## src/rtl/fpaddsub_align_stage2.sv

```systemverilog
// Fine (0-15 bit) alignment shift of the smaller mantissa with sticky collection,
// registered behind a valid/ready handshake with a one-entry skid buffer.
// Optional sticky logic is built when FPADDSUB_ALIGN2_STICKY_EN is defined.
module fpaddsub_align_stage2 #(
  parameter int SIDE_W = 10
) (
  input  logic              clk,
  input  logic              rst,
  input  logic              in_valid,
  output logic              in_ready,
  input  logic [31:0]       Mmin_in,
  input  logic [3:0]        Shift,
  input  logic              StickyIn,
  input  logic [31:0]       Mmax_in,
  input  logic [SIDE_W-1:0] Side_in,
  output logic              out_valid,
  input  logic              out_ready,
  output logic [31:0]       Mmin_out,
  output logic              Sticky_out,
  output logic [31:0]       Mmax_out,
  output logic [SIDE_W-1:0] Side_out
);

  // State encoding is {main_v, skid_v}; 2'b01 never occurs.
  typedef enum logic [1:0] {
    ST_EMPTY = 2'b00,
    ST_FULL  = 2'b10,
    ST_SKID  = 2'b11
  } state_t;

  typedef struct packed {
    logic [31:0]       mmin;
`ifdef FPADDSUB_ALIGN2_STICKY_EN
    logic              sticky;
`endif
    logic [31:0]       mmax;
    logic [SIDE_W-1:0] side;
  } payload_t;

  state_t   r_state;
  state_t   w_state_nxt;
  payload_t r_main;
  payload_t r_skid;
  payload_t w_in_word;

  logic        w_accept;
  logic        w_drain;
  logic        w_load_main_in;
  logic        w_load_main_skid;
  logic        w_load_skid;
  logic [31:0] w_a8;
  logic [31:0] w_a;
  logic [31:0] w_b2;
  logic [31:0] w_b;

  // Level A: shift by 8 then 4; level B: shift by 2 then 1.
  assign w_a8 = Shift[3] ? {8'b0, Mmin_in[31:8]} : Mmin_in;
  assign w_a  = Shift[2] ? {4'b0, w_a8[31:4]}    : w_a8;
  assign w_b2 = Shift[1] ? {2'b0, w_a[31:2]}     : w_a;
  assign w_b  = Shift[0] ? {1'b0, w_b2[31:1]}    : w_b2;

`ifdef FPADDSUB_ALIGN2_STICKY_EN
  logic w_sticky;
  // Each shifter level contributes exactly the bits it pushes below bit 0.
  assign w_sticky = StickyIn
                  | (Shift[3] & (|Mmin_in[7:0]))
                  | (Shift[2] & (|w_a8[3:0]))
                  | (Shift[1] & (|w_a[1:0]))
                  | (Shift[0] & w_b2[0]);
`else
  logic w_unused_sticky_in;
  assign w_unused_sticky_in = StickyIn;
`endif

  always_comb begin
    w_in_word        = '0;
    w_in_word.mmin   = w_b;
`ifdef FPADDSUB_ALIGN2_STICKY_EN
    w_in_word.sticky = w_sticky;
`endif
    w_in_word.mmax   = Mmax_in;
    w_in_word.side   = Side_in;
  end

  assign in_ready  = ~r_state[0];
  assign out_valid = r_state[1];
  assign w_accept  = in_valid & in_ready;
  assign w_drain   = out_valid & out_ready;

  // NOTE: every combinational output gets a default first so no latch is inferred.
  always_comb begin
    w_state_nxt      = r_state;
    w_load_main_in   = 1'b0;
    w_load_main_skid = 1'b0;
    w_load_skid      = 1'b0;
    unique case (r_state)
      ST_EMPTY: begin
        if (w_accept) begin
          w_load_main_in = 1'b1;
          w_state_nxt    = ST_FULL;
        end
      end
      ST_FULL: begin
        if (w_accept && w_drain) begin
          w_load_main_in = 1'b1;
        end else if (w_drain) begin
          w_state_nxt = ST_EMPTY;
        end else if (w_accept) begin
          w_load_skid = 1'b1;
          w_state_nxt = ST_SKID;
        end
      end
      ST_SKID: begin
        if (w_drain) begin
          w_load_main_skid = 1'b1;
          w_state_nxt      = ST_FULL;
        end
      end
      default: w_state_nxt = ST_EMPTY;
    endcase
  end

  // NOTE: sequential state uses non-blocking assignments so every flop samples pre-edge values.
  always_ff @(posedge clk or posedge rst) begin
    if (rst) begin
      r_state <= ST_EMPTY;
    end else begin
      r_state <= w_state_nxt;
    end
  end

  // NOTE: data registers are reset too, because zeroed outputs after reset are part of the contract.
  always_ff @(posedge clk or posedge rst) begin
    if (rst) begin
      r_main <= '0;
      r_skid <= '0;
    end else begin
      if (w_load_main_in) begin
        r_main <= w_in_word;
      end else if (w_load_main_skid) begin
        r_main <= r_skid;
      end
      if (w_load_skid) begin
        r_skid <= w_in_word;
      end
    end
  end

  assign Mmin_out = r_main.mmin;
  assign Mmax_out = r_main.mmax;
  assign Side_out = r_main.side;
`ifdef FPADDSUB_ALIGN2_STICKY_EN
  assign Sticky_out = r_main.sticky;
`else
  assign Sticky_out = 1'b0;
`endif

endmodule

```

## config.mk

```make
export PLATFORM = sky130hd
export DESIGN_NAME = fpaddsub_align_stage2
export DESIGN_NICKNAME = d
export VERILOG_FILES = /design/src/rtl/fpaddsub_align_stage2.sv
export SDC_FILE = /design/constraint.sdc
export NUM_CORES = 1
export LEC_CHECK = 0
export BUFFER_PORTS_ARGS = -buffer_cell sky130_fd_sc_hd__buf_2
export CAP_MARGIN = 10
export CORE_MARGIN = 1
export CORE_UTILIZATION = 45
export DETAILED_ROUTE_END_ITERATION = 8
export GPL_ROUTABILITY_DRIVEN = 0
export PLACE_DENSITY = 0.76
export SYNTH_ARGS = -nofsm -noshare
export SYNTH_HDL_FRONTEND = slang
export SYNTH_SLANG_ARGS = --single-unit
```

## constraint.sdc

```tcl
create_clock -name clk -period 8.6 [get_ports clk]
set_clock_uncertainty 0.1 [all_clocks]
set_input_delay 0.43 -clock clk [delete_from_list [all_inputs] [get_ports clk]]
set_output_delay 0.43 -clock clk [all_outputs]
set_load 0.01 [all_outputs]
```

Word-level counts from Yosys, hierarchy flattened
Index checks and enable logic that the tools add are counted.

word-level totals
  input port bits = 83
  word-level logic and storage cells = 40
  flip-flop bits (word level) = 150
  output and inout port bits = 77

operators by class
  bitwise operators = 3
  equality and inequality tests = 6
  reduce and logical (&&, ||, !) cells = 4
  multiplexer cells = 20

operator list
  cell                  count
  $mux W74              2
  $mux W32              4
  $mux W2               5
  $mux W1               7
  $ne A2 B2 Y1 const B  3
  $pmux W2 S3           1
  $eq A2 B2 Y1 const B  2
  $reduce_and A4 Y1     1
  $ne A3 B3 Y1 const B  1
  $and A1 B1 Y1         2
  $logic_not A2 Y1      1
  $pmux W1 S2           1
  $reduce_bool A2 Y1    1
  $logic_and A1 B1 Y1   1
  $not A1 Y1            1

Depth between registers and ports, before layout
  word-level depth = 6
  mapped depth = 8
  mapped depth without buffers = 6

Least setup slack after synthesis
No wires, ideal clock.

  path kind = register to register
  start = register r_state[1]
  end = register r_main, in the netlist Mmin_out[0]
  data arrival time = 1.690 ns
  period minus slack after synthesis = 1.918 ns
  buffers on the path = 2
  data required time = 8.372 ns
  cell stages (with the launch flop) = 8
  library setup time = 0.128 ns
  slack = 6.682 ns
  cells stage by stage = dfrtp_1 ha_1 nand3_1 buf_2 buf_2 mux2_2 nand2_1 o21ai_0

on the way
  longest elaborated chain between the ends = 5
  elaborated cells on any way between the ends = 11
  classes of those cells = eq/ne (2); mux (5); bitwise (1); reduce/logical (3)

RTL lines
  item                                            line  source
  from (decl)                                     40    state_t r_state;
  from (signal assigned)                          128   r_state <= w_state_nxt;
  $and A1 B1 Y1                                   88    assign w_drain = out_valid & out_ready;
  $logic_and A1 B1 Y1                             104   if (w_accept && w_drain) begin
  $mux W1                                         104
  $pmux W1 S2                                     96    unique case (r_state)
  $mux W74 or $reduce_bool A2 Y1 (tied branches)  n/a
  to (signal assigned)                            139   r_main <= w_in_word;
  to (signal assigned)                            141   r_main <= r_skid;
  to (decl)                                       42    payload_t r_main;

Parallel ways exist; a longest one is shown, timed or not.
A chain may end at the register's enable or synchronous reset.

Worst setup path in the final report
  start = register r_state[1]
  end = register r_main, in the netlist Mmax_out[11]

The elaborated chain is that of the path after synthesis.

==> reports/results.tsv <==
stage	metric	value	unit
power_and_ir_drop	Clock power frac	25.8	%
setup_path	Critical R2R Launch	r_state[1]$_DFFE_PP0P_	
power_and_ir_drop	sw frac	35.7	%
layout	Area growth, synth to finish	18.8	%
sta	worst-margin pin slew	1.05	ns
floorplanning	starting density of the core	46.2	%
synthesis	largest family of logic cells by synthesized area	multiplexers	
detailed_routing	WL per Instance	15.9	um
detailed_routing	Vias	6179	
synthesis	post-synthesis xor/xnor area fraction	0	%
grt	initial antenna violation count	0	
status	status	complete, no violations	
grt	GRT Util Overall	20.9	%
setup_path	Reg2Reg Setup Slack	6.00	ns
clock_tree	Clk pin slew, worst setup/hold paths	0.07	ns
clock_tree	hold buffers post-CTS	0	
floorplanning	Top Ports	160	
power_and_ir_drop	P per Cell Area	321	mW/mm^2
synthesis	cell count after synthesis	780	
power_and_ir_drop	Pleak	4.83	nW
placement	DP Wirelength	12.1	mm
clock_tree	Post-CTS Setup Bufs	0	
detailed_routing	DR vias/cell	5.42	
synthesis	Synth area leader	dfrtp_1	
grt	largest net degree at the start of global routing	101	
sta	FMAX	385	MHz
synthesis	Synth top area share	47.0	%
synthesis	FFs w/ async S/R, synth	100	%
grt	first-pass GRT wire length	30.0	mm
setup_path	Crit Path Max Fanout	38	
synthesis	Synth Area per Inst	10.2	um^2
power_and_ir_drop	Internal	1.96	mW
setup_path	crit start category	register	
clock_tree	Max clock buf depth	2	
setup_path	Worst Setup End Kind	register	
clock_tree	root buf cell	clkbuf_16	
power_and_ir_drop	Psw	1.09	mW
detailed_routing	violation count after the first detailed-routing iteration	372	
setup_path	Slowest-stage cell, CP	buf_4	
power_and_ir_drop	worst vdd ir	0.152	mV
clock_tree	clock sink count	150	
clock_tree	CTS resizes	0	
power_and_ir_drop	Power, Total	3.05	mW
layout	nets@finish	990	
layout	antenna cells	0	
floorplanning	height of the chip	135	um
floorplanning	die width	135	um
synthesis	Seq/Total Area, Yosys	47.0	%
synthesis	most repeated cell in the gate-level netlist after synthesis	nand2_1	
detailed_routing	drt drc	0	
floorplanning	row cnt	48	
placement	Port Buffers	157	
setup_path	CP Buf/Inv Count	1	
layout	layout cells sized above 1	31.9	%
synthesis	post-synthesis cell type count	42	
sta	part of the cycle the worst path needs	30.2	%
detailed_routing	antenna-violating nets left	0	
synthesis	top post-synthesis cells by area	dfrtp_1 47%, nand2_1 11%, mux2i_1 9.3%	
sta	RSZ-0062 raised after global routing	false	
grt	GR Overflow Total	0	
synthesis	Post-Syn Nets	867	
setup_path	Crit path required time	8.76	ns
synthesis	Adder-Cell Fraction of Synth Area	0.626	%
setup_path	CP Cell Sequence	ha_1, nand3_4, buf_4, mux2i_1, o21ai_0	
synthesis	top_reg_cell synth	dfrtp_1	
clock_tree	clk_lat worst skew	0.42	ns
sta	min Tclk post-route	2.60	ns
grt	vias in the first global route	5887	
setup_path	Crit Path Class	register to register	
setup_path	RR Endpoint	Mmax_out[11]$_DFFE_PP0P_	
synthesis	Synth Cell Area	0.00799	mm^2
sta	Hold Fails Final Rpt	0	
flow_run	max cap viols	0	
setup_path	crit-path leading delay family	buffers and inverters	
placement	Area after DPL	0.00887	mm^2
power_and_ir_drop	sequential power share	39.1	%
synthesis	number of synthesized flops with an enable pin	0	
synthesis	Synth top cells by count	234 x nand2_1, 150 x dfrtp_1, 74 x mux2i_1	
setup_path	Worst R2R Path Depth	5	
clock_tree	H-tree depth	4	
setup_path	Critical Path Max Stage Delay	0.65	ns
synthesis	Synth Register Bits	150	
clock_tree	CTS tree	built	
floorplanning	area of the core	0.0173	mm^2
sta	Setup TNS	0	ns
detailed_routing	TritonRoute pass-1 iters	5	
synthesis	simple-gate share of the synthesized area	13.4	%
layout	Final Instance Area	0.00950	mm^2
power_and_ir_drop	combinational share of power	35.1	%
sta	Final Max Slew Viols	0	
sta	final setup fails	0	
synthesis	Syn. warnings	0	
setup_path	worst endpoint data arrival time	2.76	ns
sta	slew margin rel.	30.3	%
synthesis	Synth Area in Compound Gates	8.59	%
hold_path	HP Class	primary input to asynchronous set/reset pin	
detailed_routing	WL final	18.2	mm
clock_tree	total CTS buffers	17	
floorplanning	DIE AREA	0.0183	mm^2
synthesis	post-synthesis mux area share	26.5	%
==> worst register-to-register path: cells and delay by family, from the launching register on <==
family,cells,cell delay (ns)
buffers and inverters,1,0.65
flip-flops,1,0.49
AND/OR/NAND/NOR,1,0.49
multiplexers,1,0.31
adder cells (fa/ha/maj),1,0.29
AO/OA/AOI/OAI,1,0.11
==> flip-flops by register name (all words and copies together) (netlist names) <==
register	cells
Mmax_out	32
r_state	2
r_skid	74
Side_out	10
Mmin_out	32
==> layout by cell type, fill, tap and decap left out, types with 7 or more instances in the layout <==
master and n:
nand2_1 233, mux2_2 56, mux2i_1 74, buf_2 157, clkbuf_16 17, mux4_2 28, nor2_1 12, o21ai_1 35
o21ai_0 63, o211ai_1 7, dfrtp_1 150
==> power by group through the flow <==
stage                     sequential (mW)  combinational [mW]  clock (mW)
final                                1.19                1.07       0.787
after global routing                 1.23                1.21       0.835
after CTS                            1.19                1.09       0.802
after detailed placement             1.20                1.08           0
after global placement               1.19                1.05           0
after floorplan                      1.25               0.659           0
==> kinds of logic after synthesis <==
kind of cell               after synthesis
AOI/OAI and AO/OA                      124
adders and majority gates                4
buffers and inverters                   65
DFF                                    150
muxes                                  164
other                                    1
and+or+nand+nor                        272
==> final cells by class <==
class                      instances  area, um^2
timing repair buffer             162         823
sequential                       150        3750
clock inverter                    14         190
inverter                           7        31.3
fill                            1497        7800
clock buffer                      18         439
tap                              225         282
multi-input combinational        565        3980
==> layer usage <==
metal	vias up	part of all wire (%)	track usage, %
li1	2951	-	-
met1	2961	45	28.2
met2	243	48	33.5
met3	24	6.2	4.23
met4	0	1.3	6.93
met5	-	0	0
==> stage by stage <==
step / hold WS, ns / std cells / setup WS [ns] / util, %
final: 0.0603 / 1141 / 6.00 / 54.9
after global routing: 0.103 / 1141 / 5.81 / 54.9
after CTS: 0.0932 / 1141 / 5.92 / 54.9
after detailed placement: 0.361 / 1109 / 5.80 / 51.3
after global placement: 0.357 / 1109 / 5.82 / 51.3
after floorplan: 0.345 / 780 / 4.03 / -
==> how the worst max path moves through the flow <==
stage	start	to	slack, ns	cells past startpoint
3_3_place_gp	Shift[0]	r_skid[42]$_DFFE_PP0P_	5.82	5
3_5_place_dp	Shift[0]	Mmin_out[11]$_DFFE_PP0P_	5.80	5
5_1_grt	r_state[1]$_DFFE_PP0P_	Mmax_out[15]$_DFFE_PP0P_	5.81	5
6_report	r_state[1]$_DFFE_PP0P_	Mmax_out[11]$_DFFE_PP0P_	6.00	5
4_1_cts	r_state[1]$_DFFE_PP0P_	Mmax_out[11]$_DFFE_PP0P_	5.92	5
2_1_floorplan	rst	Mmax_out[0]$_DFFE_PP0P_	4.03	1
No activity file was read; power rests on OpenSTA's default activity.
